==> config.mk <==
export PLATFORM = sky130hd
export DESIGN_NAME = xif_copro_responder
export DESIGN_NICKNAME = d
export VERILOG_FILES = /design/src/rtl/core_v_xif_pkg.sv /design/src/rtl/xif_copro_alu.sv /design/src/rtl/xif_copro_responder.sv
export SDC_FILE = /design/constraint.sdc
export NUM_CORES = 1
export LEC_CHECK = 0
export ABC_AREA = 0
export CORE_ASPECT_RATIO = 2
export CORE_UTILIZATION = 50
export CTS_BUF_LIST = sky130_fd_sc_hd__clkbuf_4 sky130_fd_sc_hd__clkbuf_8 sky130_fd_sc_hd__clkbuf_16
export CTS_CLUSTER_DIAMETER = 60
export DETAILED_ROUTE_END_ITERATION = 10
export PLACE_DENSITY = 0.79
export SLEW_MARGIN = 20
export SYNTH_ARGS = -nofsm -noshare
export SYNTH_HDL_FRONTEND = slang
export SYNTH_SLANG_ARGS = --single-unit
==> constraint.sdc <==
create_clock -name clk_i -period 10.33 [get_ports clk_i]
set_input_delay 1.033 -clock clk_i [delete_from_list [all_inputs] [get_ports clk_i]]
set_output_delay 1.033 -clock clk_i [all_outputs]
set_load 0.05 [all_outputs]
==> src/rtl/core_v_xif_pkg.sv <==
`default_nettype none
// ============================================================================
// Module      : core_v_xif_pkg
// Description : CORE-V-XIF interface structs and custom-0 decode constants
//               shared by the coprocessor responder and its ALU.
// Revision    : 1.0 - initial release
// ============================================================================
package core_v_xif_pkg;

    // custom-0 major opcode and the funct3 codes the responder implements
    localparam logic [6:0] XIF_CUSTOM0_OPC = 7'b0001011;
    localparam logic [2:0] F3_ADD3         = 3'b000;
    localparam logic [2:0] F3_MAXU         = 3'b001;
    localparam logic [2:0] F3_CLZ          = 3'b010;

    // Issue request offered by the core (203 bits)
    typedef struct packed {
        logic [31:0]      instr;
        logic [1:0]       mode;
        logic [3:0]       id;
        logic [2:0][31:0] rs;
        logic [2:0]       rs_valid;
        logic [1:0][31:0] frs;
        logic [1:0]       frs_valid;
    } x_issue_req_t;

    // Issue response (7 bits)
    typedef struct packed {
        logic accept;
        logic writeback;
        logic float_op;
        logic dualwrite;
        logic dualread;
        logic loadstore;
        logic exc;
    } x_issue_resp_t;

    // Commit / kill strobe payload (5 bits)
    typedef struct packed {
        logic [3:0] id;
        logic       x_commit_kill;
    } x_commit_t;

    // Result returned to the core (50 bits)
    typedef struct packed {
        logic [3:0]  id;
        logic [31:0] data;
        logic [4:0]  rd;
        logic        we;
        logic        float_op;
        logic        exc;
        logic [5:0]  exccode;
    } x_result_t;

endpackage
`default_nettype wire

==> src/rtl/xif_copro_alu.sv <==
`default_nettype none
// ============================================================================
// Module      : xif_copro_alu
// Description : Combinational decode and compute for the custom-0 ops
//               ADD3, MAXU and CLZ. Reports whether the instruction is
//               ours and whether all required source operands are valid.
// Revision    : 1.0 - initial release
// ============================================================================
module xif_copro_alu
    import core_v_xif_pkg::*;
(
    input  logic [31:0]      i_instr,
    input  logic [2:0][31:0] i_rs,
    input  logic [2:0]       i_rs_valid,
    output logic             o_accept,
    output logic             o_ready_ok,
    output logic [31:0]      o_data
);

    logic       w_opc_ok;
    logic [2:0] w_funct3;
    logic [5:0] w_clz;
    logic       w_unused_instr;

    assign w_opc_ok = (i_instr[6:0] == XIF_CUSTOM0_OPC) && (i_instr[26:25] == 2'b00);
    assign w_funct3 = i_instr[14:12];

    // register fields and funct7 upper bits do not affect decode
    assign w_unused_instr = ^{i_instr[31:27], i_instr[24:15], i_instr[11:7]};

    // leading-zero count of rs1; the highest set bit wins, 32 when rs1 is zero
    always_comb begin
        w_clz = 6'd32;
        for (int b = 0; b < 32; b++) begin
            if (i_rs[0][b]) begin
                w_clz = 6'(31 - b);
            end
        end
    end

    // decode funct3, select the result and the operand-valid requirement
    always_comb begin
        o_accept   = 1'b0;
        o_ready_ok = 1'b0;
        o_data     = '0;
        if (w_opc_ok) begin
            unique case (w_funct3)
                F3_ADD3: begin
                    o_accept   = 1'b1;
                    o_ready_ok = &i_rs_valid;
                    o_data     = i_rs[0] + i_rs[1] + i_rs[2];
                end
                F3_MAXU: begin
                    o_accept   = 1'b1;
                    o_ready_ok = &i_rs_valid[1:0];
                    o_data     = (i_rs[0] >= i_rs[1]) ? i_rs[0] : i_rs[1];
                end
                F3_CLZ: begin
                    o_accept   = 1'b1;
                    o_ready_ok = i_rs_valid[0];
                    o_data     = {26'd0, w_clz};
                end
                default: begin
                    o_accept = 1'b0;
                end
            endcase
        end
    end

endmodule
`default_nettype wire

==> src/rtl/xif_copro_responder.sv <==
`default_nettype none
// ============================================================================
// Module      : xif_copro_responder
// Description : CORE-V-XIF coprocessor responder. Accepts custom-0 ops,
//               computes them at issue, queues results in order and
//               releases each one only after the core commits its id.
//               Killed entries are dropped from the head without a result.
// Revision    : 1.0 - initial release
// ============================================================================
module xif_copro_responder
    import core_v_xif_pkg::*;
#(
    parameter int DEPTH = 4
) (
    input  logic          clk_i,
    input  logic          rst_ni,
    input  logic          x_issue_valid_i,
    output logic          x_issue_ready_o,
    input  x_issue_req_t  x_issue_req_i,
    output x_issue_resp_t x_issue_resp_o,
    input  logic          x_commit_valid_i,
    input  x_commit_t     x_commit_i,
    output logic          x_result_valid_o,
    input  logic          x_result_ready_i,
    output x_result_t     x_result_o
);

    localparam int c_ptr_w = $clog2(DEPTH);
    localparam int c_cnt_w = c_ptr_w + 1;

    // queue storage
    logic [3:0]          r_id   [DEPTH];
    logic [4:0]          r_rd   [DEPTH];
    logic [31:0]         r_data [DEPTH];
    logic [DEPTH-1:0]    r_valid;
    logic [DEPTH-1:0]    r_committed;
    logic [DEPTH-1:0]    r_killed;
    logic [c_ptr_w-1:0]  r_wr_ptr;
    logic [c_ptr_w-1:0]  r_rd_ptr;
    logic [c_cnt_w-1:0]  r_count;

    logic                w_accept;
    logic                w_ready_ok;
    logic [31:0]         w_alu_data;
    logic                w_full;
    logic                w_push;
    logic                w_pop;
    logic                w_head_commit;
    logic                w_head_kill;
    logic                w_hit;
    logic [c_ptr_w-1:0]  w_hit_idx;
    logic [c_ptr_w-1:0]  w_idx;
    logic                w_commit_hit;
    logic                w_commit_new;
    logic                w_unused_req;

    // mode and floating-point operands are not used by any implemented op
    assign w_unused_req = ^{x_issue_req_i.mode, x_issue_req_i.frs, x_issue_req_i.frs_valid};

    xif_copro_alu u_alu (
        .i_instr    (x_issue_req_i.instr),
        .i_rs       (x_issue_req_i.rs),
        .i_rs_valid (x_issue_req_i.rs_valid),
        .o_accept   (w_accept),
        .o_ready_ok (w_ready_ok),
        .o_data     (w_alu_data)
    );

    // Rejected instructions complete the handshake at once; accepted ones
    // wait for space and operands. A pop in this cycle does not free space
    // until the next one.
    assign w_full          = (r_count == c_cnt_w'(DEPTH));
    assign x_issue_ready_o = w_accept ? (!w_full && w_ready_ok) : 1'b1;
    assign w_push          = x_issue_valid_i && x_issue_ready_o && w_accept;

    assign w_head_commit    = r_valid[r_rd_ptr] && r_committed[r_rd_ptr] && !r_killed[r_rd_ptr];
    assign w_head_kill      = r_valid[r_rd_ptr] && r_killed[r_rd_ptr];
    assign x_result_valid_o = w_head_commit;
    assign w_pop            = w_head_kill || (w_head_commit && x_result_ready_i);

    // issue response is only meaningful during an accepted handshake
    always_comb begin
        x_issue_resp_o = '0;
        if (rst_ni && w_push) begin
            x_issue_resp_o.accept    = 1'b1;
            x_issue_resp_o.writeback = 1'b1;
        end
    end

    // find the oldest unresolved entry with the committed id, walking from the head
    always_comb begin
        w_hit     = 1'b0;
        w_hit_idx = '0;
        w_idx     = '0;
        for (int i = 0; i < DEPTH; i++) begin
            w_idx = r_rd_ptr + c_ptr_w'(i);
            if (!w_hit && r_valid[w_idx] && !r_committed[w_idx] && !r_killed[w_idx]
                && (r_id[w_idx] == x_commit_i.id)) begin
                w_hit     = 1'b1;
                w_hit_idx = w_idx;
            end
        end
    end

    // queued entries are older than the one being pushed, so they win a match
    assign w_commit_hit = x_commit_valid_i && w_hit;
    assign w_commit_new = x_commit_valid_i && !w_hit && w_push
                          && (x_commit_i.id == x_issue_req_i.id);

    // result payload comes straight from the head slot and is zero otherwise
    always_comb begin
        x_result_o = '0;
        if (w_head_commit) begin
            x_result_o.id   = r_id[r_rd_ptr];
            x_result_o.data = r_data[r_rd_ptr];
            x_result_o.rd   = r_rd[r_rd_ptr];
            x_result_o.we   = 1'b1;
        end
    end

    // payload capture at the accepted handshake; contents are qualified by r_valid
    always_ff @(posedge clk_i) begin
        if (w_push) begin
            r_id[r_wr_ptr]   <= x_issue_req_i.id;
            r_rd[r_wr_ptr]   <= x_issue_req_i.instr[11:7];
            r_data[r_wr_ptr] <= w_alu_data;
        end
    end

    // per-entry valid / committed / killed state
    always_ff @(posedge clk_i or negedge rst_ni) begin
        if (!rst_ni) begin
            r_valid     <= '0;
            r_committed <= '0;
            r_killed    <= '0;
        end else begin
            if (w_pop) begin
                r_valid[r_rd_ptr]     <= 1'b0;
                r_committed[r_rd_ptr] <= 1'b0;
                r_killed[r_rd_ptr]    <= 1'b0;
            end
            if (w_commit_hit) begin
                if (x_commit_i.x_commit_kill) begin
                    r_killed[w_hit_idx] <= 1'b1;
                end else begin
                    r_committed[w_hit_idx] <= 1'b1;
                end
            end
            if (w_push) begin
                r_valid[r_wr_ptr]     <= 1'b1;
                r_committed[r_wr_ptr] <= w_commit_new && !x_commit_i.x_commit_kill;
                r_killed[r_wr_ptr]    <= w_commit_new && x_commit_i.x_commit_kill;
            end
        end
    end

    // circular-buffer pointers and occupancy
    always_ff @(posedge clk_i or negedge rst_ni) begin
        if (!rst_ni) begin
            r_wr_ptr <= '0;
            r_rd_ptr <= '0;
            r_count  <= '0;
        end else begin
            if (w_push) begin
                r_wr_ptr <= r_wr_ptr + c_ptr_w'(1);
            end
            if (w_pop) begin
                r_rd_ptr <= r_rd_ptr + c_ptr_w'(1);
            end
            unique case ({w_push, w_pop})
                2'b10:   r_count <= r_count + c_cnt_w'(1);
                2'b01:   r_count <= r_count - c_cnt_w'(1);
                default: r_count <= r_count;
            endcase
        end
    end

endmodule
`default_nettype wire
==> qor.txt <==
PLACEMENT
-------------------------------------------------------------------------------------
PortBufs ...............................................................          175
Post-place setup slack .................................................      4.73 ns
Total cell area at the placement stage .................................    14100 µm²
Sum of net half-perimeters after detailed placement ....................      24.8 mm
Final RePlAce weighted congestion ......................................        0.938

DIE
-------------------------------------------------------------------------------------
Starting Density .......................................................        0.510
Std cell rows ..........................................................           80
Num ports ..............................................................          272
CORE AREA ..............................................................    23900 µm²
Die outline height .....................................................       223 µm
Width of the chip ......................................................       112 µm
Die footprint ..........................................................    25000 µm²

STA
-------------------------------------------------------------------------------------
Final Skew .............................................................    0.0154 ns
Transition time at the pin with the least slew margin ..................      1.04 ns
Unrepaired setup endpoints after global routing ........................        false
PnR worst setup slack ..................................................      4.86 ns
Total negative setup slack .............................................         0 ns
Final critical path time including I/O delays and setup ................      5.47 ns
Final hold violation count .............................................            0
Final clock period utilization by the worst path .......................        0.530
Number of max-slew violations in the final report ......................            0
Final worst hold slack .................................................     0.489 ns
Peak clock frequency supported by timing ...............................    0.183 GHz
Final-report setup violation count .....................................            0
Normalized max-slew margin .............................................        0.306

SETUP PATH
-------------------------------------------------------------------------------------
Worst setup slack for register-to-register paths .......................      5.79 ns
Required @ worst endpoint ..............................................      9.30 ns
Critical Path Start Type ...............................................     register
FF-to-FF Start .........................................................  r_rd_ptr[0]
Critical R2R Capture ...................................................  r_killed[1]
Worst Setup End Kind ................................................... primary output
CP Class ............................................................... register to primary output
Worst-path fanout max ..................................................           43
Count of cells along the worst register-to-register path ...............           10
Arrival time worst endpoint ............................................      4.44 ns

FINISH
-------------------------------------------------------------------------------------
Post-route cell area ...................................................    14800 µm²
Nets@finish ............................................................         1475
Multi-input combinational cell area ....................................     6310 µm²
Area used by sequential logic in the layout ............................     5410 µm²
Most frequent standard cell in the layout excluding fill and tap cells . clkdlybuf4s50_1
Area growth from synthesis to layout ...................................        21.7%
Number of fillers in the final layout ..................................         1869
Ratio of cells with drive above 1 in the final layout ..................       0.0971
Final antenna diode count ..............................................            0
Most used cells in the layout excluding fill and tap cells ............. 175 x clkdlybuf4s50_1, 164 x edfxtp_1, 71 x ha_1, 65 x nand2_1, 58 x inv_1

CLOCK NETWORK
-------------------------------------------------------------------------------------
Quantity of gates resized following cts ................................            0
Clock transition at path regs ..........................................      0.05 ns
Longest Clk Path Bufs ..................................................            3
Post-CTS setup repair buffer count .....................................            0
Cts hold-fix bufs ......................................................            0
CTS sink cnt ...........................................................          183
Level count of the clock H-tree ........................................            4
Worst-skew pair later-pin latency ......................................      0.48 ns
Number of buffers created by CTS .......................................           25
CTS tree ...............................................................         done
Cell chosen for the clock root .........................................    clkbuf_16

ROUTE
-------------------------------------------------------------------------------------
Count of vias placed by the detailed router ............................         8901
Routed vias/inst .......................................................         6.13
DRC Markers ............................................................            0
Aggregate routed wire length ...........................................      32.3 mm
Length of the first detailed-routing pass in iterations ................            5
Routed wirelength normalized by instance count .........................      22.3 µm
Number of DRC markers in iteration 0 ...................................          376
Final ANT Viol Nets ....................................................            0

MIN PATH
-------------------------------------------------------------------------------------
Worst hold stages ......................................................            1
Type of the most critical hold path .................................... register to register
Start point of the worst hold path .....................................   r_count[0]
Sink of the worst hold path ............................................   r_count[0]

SYNTH
-------------------------------------------------------------------------------------
Number of unique standard cell types used by synthesis .................           78
Proportion of synthesized chip area in sequential cells ................        0.443
Instance count of the mapped netlist ...................................          991
Synthesized cell area ..................................................    12200 µm²
Syn avg cell area ......................................................     12.3 µm²
Number of synthesized register bits ....................................          183
Top FF cell, synth .....................................................     edfxtp_1
Number of enable-type register cells in the synthesized netlist ........          164
Ys async rst share .....................................................        0.104
Yosys warns ............................................................            0

GLOBAL ROUTE
-------------------------------------------------------------------------------------
Vias in the first global route .........................................         9524
Grt ovf ................................................................            0
Wire length of the first global-routing pass ...........................      50.1 mm
Initial antenna violation count ........................................            0
All-layer global routing usage .........................................        0.267
Pin count of the biggest net entering global routing ...................           45

RUN
-------------------------------------------------------------------------------------
Max_cap viols ..........................................................            0

POWER AND IR DROP
-------------------------------------------------------------------------------------
Total leakage power ....................................................      6.10 nW
P per Cell Area ........................................................   133 nW/µm²
Max IR drop VDD ........................................................      83.8 µV
Total power ............................................................      1.97 mW

STATUS
-------------------------------------------------------------------------------------
Run status .............................................................    completed

-- flip-flops by register name, summed over array words and instances (netlist names) --
| register | count |
|---|---|
| r_rd_ptr | 2 |
| r_valid | 4 |
| r_count | 3 |
| r_rd | 20 |
| r_wr_ptr | 2 |
| r_killed | 4 |
| r_data | 128 |
| r_id | 16 |
| r_committed | 4 |
-- metrics by stage --
stage	instances	util
after global routing	1451	0.620
after detailed placement	1418	0.590
after CTS	1451	0.620
after floorplan	1003	-
final	1451	0.620
after global placement	1418	0.590
-- critical path, stage by stage, from the launching register on --
cell and delay, ns:
dfrtp_4 0.77, buf_4 0.59, mux4_2 0.63, nor2b_4 0.75, and3_1 0.35, clkdlybuf4s50_1 0.82
-- power by group --
group          internal (mW)  total, mW  switching, mW
Combinational          0.185      0.419          0.234
Clock                  0.486      0.749          0.264
Sequential             0.798      0.798       0.000158
Total                   1.47       1.97          0.498
-- synthesized netlist by cell type, types with 22 or more instances --
master,instances,area (µm²)
nand3_1,23,115
xor2_1,22,193
inv_1,58,218
mux4_2,51,1150
fa_1,33,661
ha_1,71,888
edfxtp_1,164,4920
xnor2_1,31,272
mux2i_1,22,220
clkbuf_1,25,93.8
o22ai_1,24,150
and3_1,53,332
o21ai_0,29,145
nor2_1,51,191
a21oi_1,52,260
nand2_1,65,244
-- cell families (layout without fill, tap and decap cells) --
family / count (synthesis) / in the layout / share of synthesized area
xor gates and xnor gates: 53 / 53 / 0.0381
DFF: 183 / 183 / 0.443
other: 1 / 13 / 0.000308
muxes: 84 / 84 / 0.132
buffers and inverters: 115 / 276 / 0.0441
AOI/OAI and AO/OA: 190 / 190 / 0.101
adders and majority gates: 104 / 104 / 0.127
and+or+nand+nor: 261 / 261 / 0.114
-- area by class of cell --
class                           count  share of cell area
Timing Repair Buffer              184               0.123
Inverter                           59              0.0149
Clock buffer                       27              0.0432
Sequential cell                   183               0.364
Tap cell                          287              0.0242
Clock inverter                      6             0.00506
Multi-Input combinational cell    705               0.425
-- metal layers --
layer  wire length [µm]  global-route usage  vias to the layer above
li1                   -                   -                     4075
met1              11100               0.274                     4349
met2              17900               0.501                      361
met3               1370              0.0308                      116
met4               1990               0.175                        0
met5                  0                   0                        -
-- worst max path at each step --
stage	startpoint	endpoint	slack, ns	cells past startpoint
4_1_cts	r_rd_ptr[0]	x_result_o[38]	4.70	5
5_1_grt	r_rd_ptr[0]	x_result_o[38]	4.58	5
2_1_floorplan	x_issue_req_i[70]	r_data[0][31]	6.01	12
3_5_place_dp	x_issue_req_i[70]	r_data[0][31]	4.73	13
3_3_place_gp	x_issue_req_i[70]	r_data[0][31]	4.73	13
6_report	r_rd_ptr[0]	x_result_o[26]	4.86	5
Power figures use the tool's default switching activity.
